File: src/rtl/mc_control_if.sv
// Control bundle between the multi-cycle sequencer (master) and the datapath/memory side (slave).
interface mc_control_if #(
  parameter int OP_W  = 6,
  parameter int CNT_W = 32
);
  logic [OP_W-1:0]  opcode;
  logic             mem_ready;
  logic             ir_write;
  logic             pc_write;
  logic             reg_write;
  logic             reg_dst;
  logic             alu_src;
  logic [OP_W:0]    alu_op;
  logic             branch;
  logic             jump;
  logic [1:0]       mem_read;
  logic [1:0]       mem_write;
  logic             mem_to_reg;
  logic             mem_err;
  logic             illegal_op;
  logic [CNT_W-1:0] retired;
  logic [2:0]       state_o;

  modport master (
    input  opcode, mem_ready,
    output ir_write, pc_write, reg_write, reg_dst, alu_src, alu_op, branch, jump,
           mem_read, mem_write, mem_to_reg, mem_err, illegal_op, retired, state_o
  );

  modport slave (
    output opcode, mem_ready,
    input  ir_write, pc_write, reg_write, reg_dst, alu_src, alu_op, branch, jump,
           mem_read, mem_write, mem_to_reg, mem_err, illegal_op, retired, state_o
  );
endinterface

File: src/rtl/mc_control_fsm.sv
// Multi-cycle MIPS control sequencer: FETCH/DECODE/EXEC/MEM/WB/BRJ with memory wait timeout.
// Define ILLEGAL_TRAP_EN to park in TRAP on unknown opcodes instead of treating them as NOPs.
module mc_control_fsm #(
  parameter int OP_W    = 6,
  parameter int TIMEOUT = 15,
  parameter int CNT_W   = 32
) (
  input  logic         clk,
  input  logic         rst_n,
  mc_control_if.master bus
);
  typedef enum logic [2:0] {
    S_FETCH = 3'd0, S_DECODE = 3'd1, S_EXEC = 3'd2, S_MEM = 3'd3,
    S_WB = 3'd4, S_BRJ = 3'd5, S_TRAP = 3'd6
  } state_t;

  typedef enum logic [2:0] {C_R, C_BR, C_J, C_IMM, C_LD, C_ST, C_ILL} cls_t;

  typedef struct packed {
    logic          reg_write;
    logic          reg_dst;
    logic          alu_src;
    logic [OP_W:0] alu_op;
    logic          branch;
    logic          jump;
    logic          pc_write;
    logic [1:0]    mem_read;
    logic [1:0]    mem_write;
    logic          mem_to_reg;
  } ctrl_t;

  state_t           state_q, state_d;
  ctrl_t            ctrl_q, ctrl_d;
  cls_t             cls;
  logic [OP_W-1:0]  op_q, cur_op;
  logic [7:0]       wcnt_q;
  logic             timeout, fetch_done, mem_err_d, retire;
  logic [CNT_W-1:0] retired_q;

  function automatic cls_t classify(input logic [OP_W-1:0] op);
    case (int'(op))
      0:                 return C_R;
      1, 4, 5:           return C_BR;
      2, 3:              return C_J;
      8, 10, 12, 13, 14: return C_IMM;
      32, 33, 35:        return C_LD;
      40, 41, 43:        return C_ST;
      default:           return C_ILL;
    endcase
  endfunction

  function automatic logic [1:0] mem_size(input logic [OP_W-1:0] op);
    case (int'(op))
      32, 40:  return 2'b01;
      33, 41:  return 2'b10;
      35, 43:  return 2'b11;
      default: return 2'b00;
    endcase
  endfunction

  // The IR is written at the end of FETCH, so the live opcode is only trusted in DECODE.
  always_comb begin
    state_d    = state_q;
    ctrl_d     = '0;
    fetch_done = 1'b0;
    mem_err_d  = 1'b0;
    retire     = 1'b0;
    cur_op     = (state_q == S_DECODE) ? bus.opcode : op_q;
    cls        = classify(cur_op);
    timeout    = (wcnt_q == 8'(TIMEOUT - 1)) && !bus.mem_ready;

    case (state_q)
      S_FETCH: begin
        if (bus.mem_ready) begin
          fetch_done = 1'b1;
          state_d    = S_DECODE;
        end else if (timeout) begin
          mem_err_d = 1'b1;
        end
      end
      S_DECODE: begin
        case (cls)
          C_R, C_IMM, C_LD, C_ST: state_d = S_EXEC;
          C_BR, C_J:              state_d = S_BRJ;
          default: begin
`ifdef ILLEGAL_TRAP_EN
            state_d = S_TRAP;
`else
            state_d = S_FETCH;
            retire  = 1'b1;
`endif
          end
        endcase
      end
      S_EXEC: state_d = (cls == C_LD || cls == C_ST) ? S_MEM : S_WB;
      S_MEM: begin
        if (bus.mem_ready) begin
          if (cls == C_LD) begin
            state_d = S_WB;
          end else begin
            state_d = S_FETCH;
            retire  = 1'b1;
          end
        end else if (timeout) begin
          mem_err_d = 1'b1;
          state_d   = S_FETCH;
        end
      end
      S_WB, S_BRJ: begin
        state_d = S_FETCH;
        retire  = 1'b1;
      end
      S_TRAP:  state_d = S_TRAP;
      default: state_d = S_FETCH;
    endcase

    // Phase controls are decoded from the next state and registered with it.
    case (state_d)
      S_EXEC: begin
        ctrl_d.reg_dst = (cls == C_R);
        ctrl_d.alu_src = (cls != C_R);
        ctrl_d.alu_op  = (cls == C_R) ? '0 : {1'b1, cur_op};
      end
      S_MEM: begin
        if (cls == C_LD) ctrl_d.mem_read  = mem_size(cur_op);
        else             ctrl_d.mem_write = mem_size(cur_op);
      end
      S_WB: begin
        ctrl_d.reg_write  = 1'b1;
        ctrl_d.mem_to_reg = (cls == C_LD);
        ctrl_d.reg_dst    = (cls == C_R);
      end
      S_BRJ: begin
        if (cls == C_BR) begin
          ctrl_d.branch = 1'b1;
          ctrl_d.alu_op = {1'b1, cur_op};
        end else begin
          ctrl_d.jump     = 1'b1;
          ctrl_d.pc_write = 1'b1;
        end
      end
      default: ;
    endcase
  end

  always_ff @(posedge clk or negedge rst_n) begin
    if (!rst_n) begin
      state_q   <= S_FETCH;
      ctrl_q    <= '0;
      op_q      <= '0;
      wcnt_q    <= '0;
      retired_q <= '0;
    end else begin
      state_q <= state_d;
      ctrl_q  <= ctrl_d;
      if (state_q == S_DECODE) op_q <= bus.opcode;
      // Count only while still waiting in the same memory phase; any exit or abort restarts it.
      if ((state_q == S_FETCH || state_q == S_MEM) && state_d == state_q && !mem_err_d)
        wcnt_q <= wcnt_q + 8'd1;
      else
        wcnt_q <= '0;
      if (retire) retired_q <= retired_q + CNT_W'(1);
    end
  end

`ifdef ILLEGAL_TRAP_EN
  logic illegal_q;
  always_ff @(posedge clk or negedge rst_n) begin
    if (!rst_n) illegal_q <= 1'b0;
    else        illegal_q <= (state_d == S_TRAP) && (state_q != S_TRAP);
  end
  assign bus.illegal_op = illegal_q;
`else
  assign bus.illegal_op = 1'b0;
`endif

  assign bus.ir_write   = fetch_done & rst_n;
  assign bus.pc_write   = ctrl_q.pc_write | (fetch_done & rst_n);
  assign bus.mem_err    = mem_err_d & rst_n;
  assign bus.reg_write  = ctrl_q.reg_write;
  assign bus.reg_dst    = ctrl_q.reg_dst;
  assign bus.alu_src    = ctrl_q.alu_src;
  assign bus.alu_op     = ctrl_q.alu_op;
  assign bus.branch     = ctrl_q.branch;
  assign bus.jump       = ctrl_q.jump;
  assign bus.mem_read   = ctrl_q.mem_read;
  assign bus.mem_write  = ctrl_q.mem_write;
  assign bus.mem_to_reg = ctrl_q.mem_to_reg;
  assign bus.retired    = retired_q;
  assign bus.state_o    = state_q;
endmodule
File: src/flat_wrapper.sv
// flat-port wrapper written by rule: the top's interface ports become plain ports
module mc_control_fsm_flat 
#(
  parameter int OP_W    = 6,
  parameter int TIMEOUT = 15,
  parameter int CNT_W   = 32
)
  (clk, rst_n, bus_opcode, bus_mem_ready, bus_ir_write, bus_pc_write, bus_reg_write, bus_reg_dst, bus_alu_src, bus_alu_op, bus_branch, bus_jump, bus_mem_read, bus_mem_write, bus_mem_to_reg, bus_mem_err, bus_illegal_op, bus_retired, bus_state_o);
  mc_control_if #(.OP_W(OP_W), .CNT_W(CNT_W)) bus_i ();
  input  logic clk;
  input  logic rst_n;
  input wire logic [$bits(bus_i.opcode)-1:0] bus_opcode;
  input wire logic [$bits(bus_i.mem_ready)-1:0] bus_mem_ready;
  output wire logic [$bits(bus_i.ir_write)-1:0] bus_ir_write;
  output wire logic [$bits(bus_i.pc_write)-1:0] bus_pc_write;
  output wire logic [$bits(bus_i.reg_write)-1:0] bus_reg_write;
  output wire logic [$bits(bus_i.reg_dst)-1:0] bus_reg_dst;
  output wire logic [$bits(bus_i.alu_src)-1:0] bus_alu_src;
  output wire logic [$bits(bus_i.alu_op)-1:0] bus_alu_op;
  output wire logic [$bits(bus_i.branch)-1:0] bus_branch;
  output wire logic [$bits(bus_i.jump)-1:0] bus_jump;
  output wire logic [$bits(bus_i.mem_read)-1:0] bus_mem_read;
  output wire logic [$bits(bus_i.mem_write)-1:0] bus_mem_write;
  output wire logic [$bits(bus_i.mem_to_reg)-1:0] bus_mem_to_reg;
  output wire logic [$bits(bus_i.mem_err)-1:0] bus_mem_err;
  output wire logic [$bits(bus_i.illegal_op)-1:0] bus_illegal_op;
  output wire logic [$bits(bus_i.retired)-1:0] bus_retired;
  output wire logic [$bits(bus_i.state_o)-1:0] bus_state_o;
  assign bus_i.opcode = bus_opcode;
  assign bus_i.mem_ready = bus_mem_ready;
  assign bus_ir_write = bus_i.ir_write;
  assign bus_pc_write = bus_i.pc_write;
  assign bus_reg_write = bus_i.reg_write;
  assign bus_reg_dst = bus_i.reg_dst;
  assign bus_alu_src = bus_i.alu_src;
  assign bus_alu_op = bus_i.alu_op;
  assign bus_branch = bus_i.branch;
  assign bus_jump = bus_i.jump;
  assign bus_mem_read = bus_i.mem_read;
  assign bus_mem_write = bus_i.mem_write;
  assign bus_mem_to_reg = bus_i.mem_to_reg;
  assign bus_mem_err = bus_i.mem_err;
  assign bus_illegal_op = bus_i.illegal_op;
  assign bus_retired = bus_i.retired;
  assign bus_state_o = bus_i.state_o;
  mc_control_fsm #(.OP_W(OP_W), .TIMEOUT(TIMEOUT), .CNT_W(CNT_W)) u_core (.clk(clk), .rst_n(rst_n), .bus(bus_i));
endmodule
File: config.mk
export PLATFORM = sky130hd
export DESIGN_NAME = mc_control_fsm_flat
export DESIGN_NICKNAME = d
export VERILOG_FILES = /design/src/rtl/mc_control_if.sv /design/src/rtl/mc_control_fsm.sv /design/src/flat_wrapper.sv
export SDC_FILE = /design/constraint.sdc
export NUM_CORES = 1
export LEC_CHECK = 0
export CAP_MARGIN = 20
export CORE_ASPECT_RATIO = 1.2
export CORE_MARGIN = 2
export CORE_UTILIZATION = 52
export CTS_CLUSTER_DIAMETER = 150
export DETAILED_ROUTE_END_ITERATION = 10
export PLACE_DENSITY = 0.8
export REMOVE_ABC_BUFFERS = 1
export SYNTH_ARGS = -nofsm -noshare
export SYNTH_HDL_FRONTEND = slang
export SYNTH_SLANG_ARGS = --single-unit
File: constraint.sdc
create_clock -name clk -period 2.9 [get_ports clk]
set_input_delay 0.58 -clock clk [delete_from_list [all_inputs] [get_ports clk]]
set_output_delay 0.58 -clock clk [all_outputs]
set_load 0.05 [all_outputs]
**Word level (Yosys, flattened, before mapping)**

Memories as Yosys holds them, arrays and structs flattened.
Index checks and enable logic that the tools add are counted.

- Bits in registers: 67
- ROM bits: 192
- Input port bits: 9
- Output and inout port bits: 56
- Logic and storage cells: 93
- Memories: 1

Memory list:

| name | words | width | read ports | clocked after memory_dff | write ports | RTL line | source |
|---|---|---|---|---|---|---|---|
| (no name shown) | 64 | 3 | 1 | 0 | 0 | mc_control_fsm.sv:41 | `case (int'(op))` |

- Add/sub/neg operators: 2
- Equal/unequal tests: 23
- Mux-type cells: 31
- Bitwise gates (word level): 3
- Reductions and logical operators: 19

Operator list:

| cell | count |
|---|---|
| 6-bit == test (second input constant) | 6 |
| 32-bit by 1-bit adder with 32-bit output (second input constant) | 1 |
| 3-bit == test (second input constant) | 7 |
| 3-bit by 2-bit == test with 1-bit output (second input constant) | 6 |
| 3-bit 2-to-1 mux | 6 |
| 8-bit 2-to-1 mux | 2 |
| 3-bit one-hot mux with 5 select lines | 1 |
| 7-bit one-hot mux with 2 select lines | 1 |
| 2-bit OR reduction | 7 |
| 1-bit 2-to-1 mux | 12 |
| 8-bit by 1-bit adder with 8-bit output (second input constant) | 1 |
| 8-bit by 4-bit == test with 1-bit output (second input constant) | 1 |
| 7-bit 2-to-1 mux | 1 |
| 3-bit by 1-bit == test with 1-bit output (second input constant) | 2 |
| 3-bit zero test | 2 |
| 2-bit 2-to-1 mux | 3 |
| 6-bit 2-to-1 mux | 1 |
| 2-bit one-hot mux with 3 select lines | 1 |
| 3-bit one-hot mux with 2 select lines | 1 |
| 6-bit OR reduction | 1 |
| 4-bit 2-to-1 mux | 1 |
| 4-bit OR reduction | 1 |
| 3-bit == test | 1 |
| 1-bit logical AND | 3 |
| other kinds (6) | 9 |

**Logic depth before layout (Yosys ltp)**

An unclocked memory read counts as a cell.

- Depth in word-level cells: 11
- Mapped depth: 8
- Depth with buffers taken out: 7

**Worst setup path after synthesis**

OpenSTA, ideal clock, no wires.

- Kind: register -> output
- Start point: register u_core.state_q[0], in the netlist u_core.bus.state_o[0]
- End point: output port bus_pc_write
- Data arrival time: 2.100 ns
- Path slack: 0.220 ns
- Cell stages (with the launch flop): 6
- Path buffers: 1
- Cell sequence: dfrtp_1 -> clkbuf_1 -> nor2_1 -> nand3_1 -> nor2_1 -> or2_2

- Word-level cells in the longest chain between the ends: 4

Ends and longest elaborated chain:

| what | RTL line | source |
|---|---|---|
| start: declaration | mc_control_fsm.sv:32 | `state_t state_q, state_d;` |
| start signal: assignment | mc_control_fsm.sv:154 | `state_q <= state_d;` |
| 3-bit zero test | mc_control_fsm.sv:72 | `case (state_q)` |
| 1-bit 2-to-1 mux | mc_control_fsm.sv:72 |  |
| 1-bit bitwise AND | - |  |
| via bus_ir_write | flat_wrapper.sv:14 | `output wire logic [$bits(bus_i.ir_write)-1:0] bus_ir_write;` |
| 1-bit bitwise OR | mc_control_fsm.sv:178 | `assign bus.pc_write = ctrl_q.pc_write \| (fetch_done & rst_n);` |
| end: declaration | flat_wrapper.sv:15 | `output wire logic [$bits(bus_i.pc_write)-1:0] bus_pc_write;` |

The timed path passes the listed nets, and every way through them passes these cells.

**Final worst setup path**

- Start point: input port bus_mem_ready
- End point: output port bus_mem_err

- Word-level cells in the longest chain between the ends: 6

Ends and longest elaborated chain:

| what | RTL line | source |
|---|---|---|
| start: declaration | flat_wrapper.sv:13 | `input wire logic [$bits(bus_i.mem_ready)-1:0] bus_mem_ready;` |
| 1-bit zero test | mc_control_fsm.sv:70 | `timeout = (wcnt_q == 8'(TIMEOUT - 1)) && !bus.mem_ready;` |
| 1-bit logical AND | mc_control_fsm.sv:70 |  |
| 1-bit 2-to-1 mux | mc_control_fsm.sv:77, mc_control_fsm.sv:104 |  |
| 1-bit 2-to-1 mux (*) | mc_control_fsm.sv:97 | `if (bus.mem_ready) begin` |
| 1-bit 2-to-1 mux (*) | - |  |
| 1-bit bitwise AND (*) | mc_control_fsm.sv:179 | `assign bus.mem_err = mem_err_d & rst_n;` |
| end: declaration | flat_wrapper.sv:25 | `output wire logic [$bits(bus_i.mem_err)-1:0] bus_mem_err;` |

Every way passes the cells marked *; elsewhere a longest branch is shown, timed or not.

==> results.md <==
- Post-cts hold buffer count: 0
- Count of clock tree sinks: 66
- Initial antenna violation count: 1
- Fillers: 482
- RePlAce Congestion: 0.8695
- Clock Skew: 9.630 ps
- Worst-case clock buffer depth: 2
- R2R cell count: 6
- Top cells by area, synth: dfrtp_1 49%, xor2_1 8.8%, a2111oi_2 6.6%, nand2_1 3.4%, nor2_1 3.0%
- Fmax: 0.4013 GHz
- 1st-iter DRT viols: 171
- Antenna cells: 0
- Critical path origin: bus_mem_ready
- Critical-path maximum fanout: 6
- Netlist cell types: 52
- I/O pin count: 65
- Max-capacitance violation count: 0
- Sequential share of the synthesized area: 0.4874
- Total CTS buffers: 9
- DRC Markers: 0
- Crit path DAT: 1910 ps
- PwrDens: 745.8 nW/um^2
- Critical Path RT: 2320 ps
- Starting density of the core: 0.5322
- Vias: 2750
- Hold Crit Class: in -> async
- Post-DP HPWL: 5.429 mm
- Mean Syn Cell Area: 10.52 sq um
- Fin. max-slew vios: 0
- Cells after Synth: 322
- Leading area contributor after synthesis: dfrtp_1
- Worst VDD drop: 0.0005562 V
- Drt wl/cell: 15.74 um
- Post-layout nets: 405
- Row count: 32
- Slew margin rel.: 0.4666
- Largest net degree at the start of global routing: 67
- WL final: 7.603 mm
- Top-count cell post-synth: dfrtp_1
- Core ar.: 6366 sq um
- Pre-antenna DRT Iters: 4
- Insertion delay to the later sink of the worst-skew pair: 350 ps
- Worst-Margin Slew: 800.2 ps
- CTS tree: done
- Number of global-route vias before repair: 2716
- Post-synth top area share: 0.4874
- Number of flops mapped to enable cells by yosys: 0
- Status: finished, final reports clean
- Total track usage: 0.2300
- Layout cells sized above 1: 0.1482
- Die area: 7180 sq um
- Unrepaired setup endpoints after global routing: false
- Pwr Total: 3264 uW
- Finish-stage setup viols: 0
- Final ANT Viol Nets: 0
- Gr ovfl total: 0
- Postcts setup bufs: 0
- Final Hold Vio Count: 0
- Synth warn: 0
- Top FF cell, synth: dfrtp_1
- Seq cells post-synth: 66
- Period utilization: 0.8594
- P&R area growth vs syn: 29.17%
- Reg clk slew, reported paths: 70 ps
- Leakage power: 0.002002 uW
- H-tree depth: 3
- RR Startpoint: u_core.bus.state_o[1]
- Fin util: 0.6875
- Setup CP Type: in -> out
- CP Capture Type: output port
- CTS resizes: 0
- Asr flop ratio synth: 1.000
- Die Width: 77.69 um
- Max FFs per register: 32
- Die H: 92.43 um
- Worst setup SP type: input pin
- Final Critical Period: 2492 ps
- Buffers on Ports: 63
- Vias/cell: 5.694
- Synth cell count leaders: 66 x dfrtp_1, 34 x xor2_1, 31 x nand2_1, 27 x nor2_1, 20 x nand3_1
- Clock root buffer master: clkbuf_8
- Global-route wire length before repair: 12.98 mm
- Synthesized area: 3388 sq um
routing by layer:
metal / vias to the layer above / global-route usage / part of all wire
met5: - / 0 / 0.0017
met4: 2 / 0.1086 / 0.026
met3: 21 / 0.04776 / 0.044
met2: 80 / 0.3836 / 0.51
met1: 1359 / 0.2844 / 0.41
li1: 1288 / - / -
report_power, final:
group | leakage, uW | total [uW] | switching [uW] | internal (uW)
clock network | 0.0000944 | 735 | 358 | 377
logic | 0.00102 | 1330 | 887 | 448
registers | 0.000890 | 1190 | 140 | 1050
total | 0.00200 | 3260 | 1380 | 1880
through the flow:
stage          cells  cell area (sq um)  hold slack, ps  setup WS (ps)  TNS [ps]
6_report         483               4377           452.9          407.8         0
4_1_cts          483               4377           481.6          422.4         0
2_1_floorplan    307               3289           284.4          -1061    -27120
3_5_place_dp     467               4187           474.7          56.04         0
5_1_grt          483               4377           515.0          288.0         0
3_3_place_gp     467               4187           456.4          114.6         0
logic make-up (layout without fill, tap and decap cells):
group | after synthesis | count (layout) | synth area share
fa+ha+maj | 3 | 3 | 0.01108
compound gates | 56 | 56 | 0.1425
buf+inv | 24 | 99 | 0.03914
xor+xnor | 37 | 37 | 0.09565
other cells | 1 | 2 | 0.001107
flops | 66 | 66 | 0.4874
simple gates | 132 | 132 | 0.2123
mux | 3 | 3 | 0.01071
worst max-delay path: stages:
cell and delay [ps]:
clkdlybuf4s50_1 520, nor2_1 180, o21ai_0 110, a21oi_1 140, and3_1 230, buf_12 150
worst paths after layout:
kind | endpoint | slack (ps)
max | bus_mem_err | 410
min | u_core.bus.state_o[1] | 450
max reg2reg | u_core.bus.retired[11] | 540
min reg2reg | u_core.bus.retired[31] | 480
max in group asynchronous | u_core.bus.alu_op[6] | 1920
min in group clk | u_core.bus.retired[31] | 480
final cells by class:
cell class / instances / area (sq um) / area share
inverter: 8 / 30.03 / 0.006861
clock inverter: 4 / 25.02 / 0.005718
timing repair buffer: 75 / 783.3 / 0.1790
sequential: 66 / 1652 / 0.3774
multi-input combinational: 233 / 1615 / 0.3691
tap: 85 / 106.4 / 0.02430
clock buffer: 12 / 165.2 / 0.03774
cell usage in the layout (no fill, tap or decap), drive strengths merged, types with 6 or more instances in the layout:
| cell | netlist | final |
|---|---|---|
| a211oi | 7 | 7 |
| dfrtp | 66 | 66 |
| xor2 | 34 | 34 |
| nand2 | 32 | 32 |
| clkdlybuf4s50 | 0 | 59 |
| a2111oi | 16 | 16 |
| and3 | 9 | 9 |
| nor2 | 27 | 27 |
| nor2b | 6 | 6 |
| inv | 8 | 8 |
| o21ai | 13 | 13 |
| buf | 11 | 16 |
| clkbuf | 5 | 12 |
| a21oi | 11 | 11 |
| nand3 | 20 | 20 |
| nand4 | 6 | 6 |
Note: power is estimated with default switching activity, not from simulation.
